File: src/rtl/onecold_monitor.sv
// onecold_monitor
//   Watches a W-bit vector for the one-cold property (exactly one bit at 0).
//   Each valid sample is classified and reported one cycle later. Violations
//   are counted in a saturating counter, the first violating vector is
//   captured, and a run of MAX_BAD consecutive valid violations trips a
//   sticky alarm that only clear or reset can release.
//
// Ports
//   clk             rising-edge clock
//   rst_n           asynchronous active-low reset
//   in_valid        in_vec is sampled this cycle
//   in_vec[W-1:0]   vector under test
//   clear           synchronous clear of counter, alarm, run and capture
//   out_valid       result outputs valid (one cycle after in_valid)
//   is_onecold      sampled vector had exactly one 0 bit
//   zero_idx        index of the single 0 bit, 0 when is_onecold=0
//   viol_cnt        saturating count of valid violations
//   alarm           sticky consecutive-violation alarm
//   first_bad_vec   first violating vector since reset/clear
//   first_bad_valid first_bad_vec holds a capture
//
// FSM states
//   state    | meaning
//   ST_OK    | no open run of violations
//   ST_WARN  | 1..MAX_BAD-1 consecutive valid violations seen
//   ST_ALARM | MAX_BAD consecutive violations reached; sticky until clear

module onecold_monitor #(
    parameter int W       = 4,
    parameter int CNT_W   = 8,
    parameter int MAX_BAD = 3
) (
    input  logic                 clk,
    input  logic                 rst_n,
    input  logic                 in_valid,
    input  logic [W-1:0]         in_vec,
    input  logic                 clear,
    output logic                 out_valid,
    output logic                 is_onecold,
    output logic [$clog2(W)-1:0] zero_idx,
    output logic [CNT_W-1:0]     viol_cnt,
    output logic                 alarm,
    output logic [W-1:0]         first_bad_vec,
    output logic                 first_bad_valid
);

    localparam int ZW    = $clog2(W);
    localparam int RUN_W = $clog2(MAX_BAD + 1);

    localparam logic [ZW:0]      ZCNT_ONE = (ZW + 1)'(1);
    localparam logic [RUN_W-1:0] RUN_ONE  = RUN_W'(1);
    localparam logic [RUN_W-1:0] RUN_TRIP = RUN_W'(MAX_BAD);

    typedef enum logic [1:0] {
        ST_OK    = 2'd0,
        ST_WARN  = 2'd1,
        ST_ALARM = 2'd2
    } state_t;

    state_t           state, state_nxt;
    logic [RUN_W-1:0] run, run_nxt;

    logic [ZW:0]   zero_cnt;
    logic [ZW-1:0] zero_pos;
    logic          sample_oc;
    logic          count_en;

    // Count zero bits and remember where one sits; the position is only
    // meaningful when exactly one zero was found.
    always_comb begin
        zero_cnt = '0;
        zero_pos = '0;
        for (int i = 0; i < W; i++) begin
            if (!in_vec[i]) begin
                zero_cnt = zero_cnt + ZCNT_ONE;
                zero_pos = ZW'(i);
            end
        end
    end

    assign sample_oc = (zero_cnt == ZCNT_ONE);

    // A sample arriving together with clear is still reported but is not
    // allowed to count or capture.
    assign count_en = in_valid && !sample_oc && !clear;

    always_comb begin
        state_nxt = state;
        run_nxt   = run;
        if (clear) begin
            state_nxt = ST_OK;
            run_nxt   = '0;
        end else if (in_valid) begin
            unique case (state)
                ST_OK: begin
                    if (!sample_oc) begin
                        run_nxt   = RUN_ONE;
                        state_nxt = (MAX_BAD == 1) ? ST_ALARM : ST_WARN;
                    end
                end
                ST_WARN: begin
                    if (sample_oc) begin
                        run_nxt   = '0;
                        state_nxt = ST_OK;
                    end else begin
                        // run stays below MAX_BAD in WARN, so +1 cannot overflow
                        run_nxt = run + RUN_ONE;
                        if (run_nxt >= RUN_TRIP) begin
                            state_nxt = ST_ALARM;
                        end
                    end
                end
                ST_ALARM: begin
                    state_nxt = ST_ALARM;
                end
                default: begin
                    state_nxt = ST_OK;
                    run_nxt   = '0;
                end
            endcase
        end
    end

    always_ff @(posedge clk or negedge rst_n) begin
        if (!rst_n) begin
            state <= ST_OK;
            run   <= '0;
            alarm <= 1'b0;
        end else begin
            state <= state_nxt;
            run   <= run_nxt;
            alarm <= (state_nxt == ST_ALARM);
        end
    end

    always_ff @(posedge clk or negedge rst_n) begin
        if (!rst_n) begin
            out_valid  <= 1'b0;
            is_onecold <= 1'b0;
            zero_idx   <= '0;
        end else begin
            out_valid  <= in_valid;
            is_onecold <= in_valid && sample_oc;
            zero_idx   <= (in_valid && sample_oc) ? zero_pos : '0;
        end
    end

    always_ff @(posedge clk or negedge rst_n) begin
        if (!rst_n) begin
            viol_cnt        <= '0;
            first_bad_vec   <= '0;
            first_bad_valid <= 1'b0;
        end else if (clear) begin
            viol_cnt        <= '0;
            first_bad_vec   <= '0;
            first_bad_valid <= 1'b0;
        end else if (count_en) begin
            if (viol_cnt != {CNT_W{1'b1}}) begin
                viol_cnt <= viol_cnt + CNT_W'(1);
            end
            if (!first_bad_valid) begin
                first_bad_vec   <= in_vec;
                first_bad_valid <= 1'b1;
            end
        end
    end

endmodule
File: config.mk
export PLATFORM = sky130hd
export DESIGN_NAME = onecold_monitor
export DESIGN_NICKNAME = d
export VERILOG_FILES = /design/src/rtl/onecold_monitor.sv
export SDC_FILE = /design/constraint.sdc
export NUM_CORES = 1
export LEC_CHECK = 0
export ABC_AREA = 1
export ABC_CLOCK_PERIOD_IN_PS = 1400
export CORE_ASPECT_RATIO = 1.2
export CORE_MARGIN = 4
export CORE_UTILIZATION = 35
export DETAILED_ROUTE_END_ITERATION = 16
export HOLD_SLACK_MARGIN = 0.12
export PLACE_DENSITY = 0.58
export SLEW_MARGIN = 15
export SYNTH_ARGS = -nofsm -noshare
export SYNTH_HDL_FRONTEND = slang
export SYNTH_SLANG_ARGS = --single-unit
File: constraint.sdc
create_clock -name clk -period 1.4 [get_ports clk]
set_input_delay 0.21 -clock clk [delete_from_list [all_inputs] [get_ports clk]]
set_output_delay 0.21 -clock clk [all_outputs]
set_load 0.02 [all_outputs]
=== Yosys cells after proc, flatten, opt, wreduce, memory -nomap -nowiden ===
Index checks and enable logic that the tools add are counted.

* $add $sub $neg: 5
* Magnitude comparators: 1
* Equality and inequality tests: 8
* Mux-type cells: 27
* Reductions and logical operators: 12

{| class="wikitable"
|+ Operators by type and width
! cell !! number
|-
| $mux W2 || 12
|-
| $mux W8 || 3
|-
| $mux W4 || 3
|-
| $pmux W2 S3 || 2
|-
| $add A3 B1 Y3 const B || 3
|-
| $mux W3 || 3
|-
| $add A8 B1 Y8 const B || 1
|-
| $ne A8 B8 Y1 const B || 1
|-
| $reduce_bool A2 Y1 || 3
|-
| $eq A2 B2 Y1 const B || 2
|-
| $mux W1 || 4
|-
| $ne A2 B2 Y1 const B || 2
|-
| $reduce_and A2 Y1 || 2
|-
| $eq A3 B1 Y1 const B || 1
|-
| $logic_and A1 B1 Y1 || 3
|-
| $ne A3 B3 Y1 const B || 1
|-
| $reduce_and A3 Y1 || 1
|-
| $add A2 B1 Y2 const B || 1
|-
| $eq A2 B1 Y1 const B || 1
|-
| $ge A2 B2 Y1 const B || 1
|-
| $logic_not A1 Y1 || 2
|-
| $logic_not A2 Y1 || 1
|}

* Register bits after elaboration: 22
* Input port bits: 8
* Output and inout bits: 18
* Logic and storage cells: 62

=== Logic depth before layout (Yosys ltp) ===
* Depth in word-level cells: 13
* Mapped depth: 17

=== Least setup slack after synthesis ===
Ideal clock, no wire load.

* Path type: input to register
* Start: in in_vec[1]
* End: reg viol_cnt[5]
* Library setup time: 122 ps
* Arrival: 1,661 ps
* Path slack: -383 ps
* Stages on the path: 14
* Path buffers: 0
* Path through: inv_1 -> ha_1 -> inv_1 -> nand2_2 -> nand2_2 -> ha_1 -> nor2_1 -> nand3_1 -> nand2_4 -> nand2_4 -> nand3_4 -> nand2_4 -> nand2_1 -> o21ai_1

* Word-level cells in the longest chain between the ends: 11

{| class="wikitable"
|+ Ends and longest elaborated chain
! what !! RTL line !! text
|-
| start, declared || 36 || <nowiki>input logic [W-1:0] in_vec,</nowiki>
|-
| $mux W3 (*) || 74 || <nowiki>if (!in_vec[i]) begin</nowiki>
|-
| $add A3 B1 Y3 || 75 || <nowiki>zero_cnt = zero_cnt + ZCNT_ONE;</nowiki>
|-
| $mux W3 (*) || 74 ||
|-
| $add A3 B1 Y3 || 75 ||
|-
| $mux W3 (*) || 74 ||
|-
| $eq A3 B1 Y1 (*) || 81 || <nowiki>assign sample_oc = (zero_cnt == ZCNT_ONE);</nowiki>
|-
| $logic_not A1 Y1 (*) || -- ||
|-
| $logic_and A1 B1 Y1 (*) (2 in a row) || 85 || <nowiki>assign count_en = in_valid && !sample_oc && !clear;</nowiki>
|-
| $reduce_bool A2 Y1 (no source line) (*) || -- ||
|-
| $reduce_and A2 Y1 (no source line) (*) || -- ||
|-
| end signal, assigned || 159 || <nowiki>viol_cnt <= viol_cnt + CNT_W'(1);</nowiki>
|-
| end, declared || 41 || <nowiki>output logic [CNT_W-1:0] viol_cnt,</nowiki>
|}

Mark *: on every way between the ends. The rest lies on a longest branch, timed or not.
A chain may end at the register's enable or synchronous reset.

=== Worst setup path in the final report ===
* Start: in in_vec[0]
* End: reg first_bad_vec[3]

* Word-level cells in the longest chain between the ends: 13

{| class="wikitable"
|+ Ends and longest elaborated chain
! what !! RTL line !! text
|-
| $mux W1 (*) || 74 ||
|-
| $add A3 B1 Y3 || 75 ||
|-
| $mux W3 (*) || 74 ||
|-
| $add A3 B1 Y3 || 75 ||
|-
| $mux W3 (*) || 74 ||
|-
| $add A3 B1 Y3 || 75 ||
|-
| $mux W3 (*) || 74 ||
|-
| $eq A3 B1 Y1 (*) || 81 ||
|-
| $logic_not A1 Y1 (*) || -- ||
|-
| $logic_and A1 B1 Y1 (*) (2 in a row) || 85 ||
|-
| $reduce_bool A2 Y1 (no source line) (*) || -- ||
|-
| $reduce_and A2 Y1 (no source line) (*) || -- ||
|-
| end signal, assigned || 162 || <nowiki>first_bad_vec <= in_vec;</nowiki>
|-
| end, declared || 43 || <nowiki>output logic [W-1:0] first_bad_vec,</nowiki>
|}

Marked as above.

==> metrics.txt <==
final routed DRC violation total=0; cell area after technology mapping=between 1000 and 1500 µm²; number of clock sinks=22; Die ar.=approximately 4600 µm²; Die Y=73.2 µm; first-pass GRT wire length=about 5600 µm; final slew viol count=0; power density relative to cell area=around 860 nW/µm²; # diodes=0; Setup Slack @ Placement=-1020 ps; violated checks=negative setup slack; setup repair after global routing missed its margin=true; Worst EP arrival=approximately 1800 ps; max-capacitance violation count=0; area growth from synthesis to layout=57.5%; highest clock rate=around 620 MHz; maximum single-stage delay on the critical path=270 ps; number of buffers created by CTS=3; vias after detailed routing=1223; Syn Area/Cell=just over 8 µm²; antenna violations before repair=0; vias per inst=slightly below 5; Crit. End Element=flop; most common cell type on the critical path=nand2_4; number of global-route vias before repair=1297; # setup viols final=19; Finished Core Util=0.580; First-pass DRT Iterations=4; count leader, synth=nand2_1; worst flop-to-flop path startpoint=viol_cnt[0]$_DFFE_PN0P_; initial cell density of the core=0.369; fraction of the cycle the final worst path needs=1.15; total count of hold-check failures in the final report=0; worst-case hold slack=296 ps; leak pwr=between 1 and 1.5 nW; Bufs on Longest Clock Path=2; worst setup slack after layout=-207 ps; total buffers and inverters traversed by the critical path=3; EDFF count, synth=0; number of cells produced by synthesis=153; drt total wl=roughly 3200 µm; maximum number of pins on one net before global-route repair=23; Critical path origin=in_vec[0]; buffer type at the clock tree root=clkbuf_8; post-DR wirelength/cell=roughly 13 µm; cell row count=23; Period minus WS final=approximately 1600 ps; placeable core area=about 3400 µm²; Critical Path Start Type=input port; Met1 Routed Length=1330 µm; width of the chip=between 60 and 70 µm; run status=complete, but fails checks; Met2 Wirelength=1750 µm; Fin Clk Skew=1.84 ps; net total in the final layout=between 200 and 250; Yosys top cell by area=dfrtp_1; maximum resistive drop on vdd=just under 500 µV; CP Data Required Time=between 1500 and 2000 ps; number of different library cells in the post-synthesis netlist=24; input/output buffers=25; fraction of synthesis flops using an asynchronous set or reset pin=1.00; met3 wirelength from detailed routing=120 µm; clock latency at the later pin of the worst-skew pair=260 ps; number of H-tree branching levels=1; cells taking the most area after synthesis=dfrtp_1 44%, nand2_1 11%, nand3_1 8.5%; most frequently used flop master after synthesis=dfrtp_1; Yosys reg bits=22; Final Wtd Congestion=0.861; TNS Setup=-3180 ps; peak fanout along the critical path=5; overall routing resource usage=0.149; area share of the largest cell type after synthesis=0.444; count of hold-fix buffers inserted at cts=0; placed wire-length estimate after detailed placement=between 2000 and 2500 µm; top post-synthesis cells by count=38 x nand2_1, 22 x dfrtp_1, 21 x nand3_1; fraction of layout instances using a drive strength above 1=0.379; Slowest-stage cell, CP=ha_4; CP Cell Sequence=buf_8 -> inv_8 -> ha_4 -> inv_2 -> nand2_2 -> nand2_2 -> ha_4 -> nor2_1 -> nand3_1 -> nand2_4 -> nand2_4 -> nand2_4 -> nor2_4 -> nor2_4 -> nand2_1 -> nand2_1; number of top-level pins=26; Mapped Nets=between 150 and 200; post-synthesis sequential area ratio=0.444; start-to-end type of the worst setup path=in -> reg; Clock Pin Slew Worst Setup and Hold Paths=80 ps; DRC marker count from the first detailed-route iteration=39; Synth Warn #=0; uppermost routed layer=met4; total congestion overflow after global routing=0; type of the tightest min-delay check=in -> async; Slew headroom=0.804; measured slew at the worst slew-check pin=between 200 and 300 ps; antenna-violating nets left=0; CTS tree=yes; cell family contributing the most delay on the critical path=simple AND/OR/NAND/NOR gates
==> layout make-up <==
| cell class | instances | area (µm²) |
|---|---|---|
| flip-flops and latches | 22 | 553 |
| inverters | 17 | 78.8 |
| repair buffers | 58 | 499 |
| well taps | 37 | 46.3 |
| clock buffers | 4 | 55.1 |
| multi-input cells | 113 | 722 |
| fillers | 311 | 1410 |
==> final timing paths <==
kind / end / slack [ps] / depth (start not counted)
hold / removal: alarm$_DFF_PN0_ / 300 / 2
setup / recovery: first_bad_vec[3]$_DFFE_PN0P_ / -210 / 16
setup reg to reg: viol_cnt[5]$_DFFE_PN0P_ / -70 / 8
hold reg to reg: first_bad_vec[1]$_DFFE_PN0P_ / 470 / 2
max in group asynchronous: viol_cnt[0]$_DFFE_PN0P_ / 850 / 2
min in group clk: first_bad_vec[1]$_DFFE_PN0P_ / 310 / 4
==> registers in the layout, indices dropped and copies added (netlist names) <==
register	count
first_bad_valid	1
run	2
first_bad_vec	4
alarm	1
viol_cnt	8
out_valid	1
zero_idx	2
is_onecold	1
state	2
==> cells by family (layout without fill, tap and decap cells) <==
family,Yosys count,count (layout),share of synthesized area
and+or+nand+nor,91,92,0.364
buffers and inverters,19,79,0.0585
AOI/OAI and AO/OA,11,11,0.0484
DFF,22,22,0.444
xor gates and xnor gates,5,5,0.0353
adders and majority gates,5,5,0.0504
==> cell usage in the layout, fill, tap and decap left out, drive strengths merged, types with 2 or more instances in the layout <==
| cell | n |
|---|---|
| nand2 | 45 |
| buf | 35 |
| nand3 | 24 |
| dfrtp | 22 |
| nor2 | 19 |
| inv | 16 |
| dlygate4sd2 | 15 |
| o21ai | 6 |
| xor2 | 5 |
| clkdlybuf4s50 | 5 |
| ha | 5 |
| clkbuf | 4 |
| a21oi | 3 |
| dlymetal6s2s | 2 |
| nor3 | 2 |
==> worst register-to-register path, cell delays in order (launching register included) <==
cell and delay [ps]:
dfrtp_2 370, ha_1 160, nand2_1 100, nor3_2 200, nand3_1 140, nand3_4 180, nand2_4 100, nand2_2 80
o21ai_2 50
==> timing repair <==
action / in CTS / in global routing
pin swaps: 12 / 6
setup endpoints to repair: 37 / 24
resized for setup: 46 / 14
setup buffers: 8 / 1
gates cloned: 1 / 0
==> through the flow <==
stage               std cells  area (µm²)  power (mW)
floorplan                 153        1280       0.957
global placement          237        1750        1.18
detailed placement        237        1750        1.19
CTS                       250        1910        1.68
global route              251        1950        1.78
finish                    251        1950        1.68
==> layer usage <==
| metal | global-route usage | vias up |
|---|---|---|
| met1 | 0.168 | 580 |
| met4 | 0.0519 | 0 |
| met2 | 0.281 | 29 |
| li1 | - | 612 |
| met3 | 0.0277 | 2 |
| met5 | 0 | - |
==> where the power goes <==
group	internal, mW	total (mW)	switching [mW]	leakage [nW]
Clock	0.250	0.452	0.202	0.0288
Combinational	0.234	0.517	0.283	0.723
Sequential	0.680	0.708	0.0278	0.293
Total	1.16	1.68	0.513	1.04
Power figures use the tool's default switching activity.
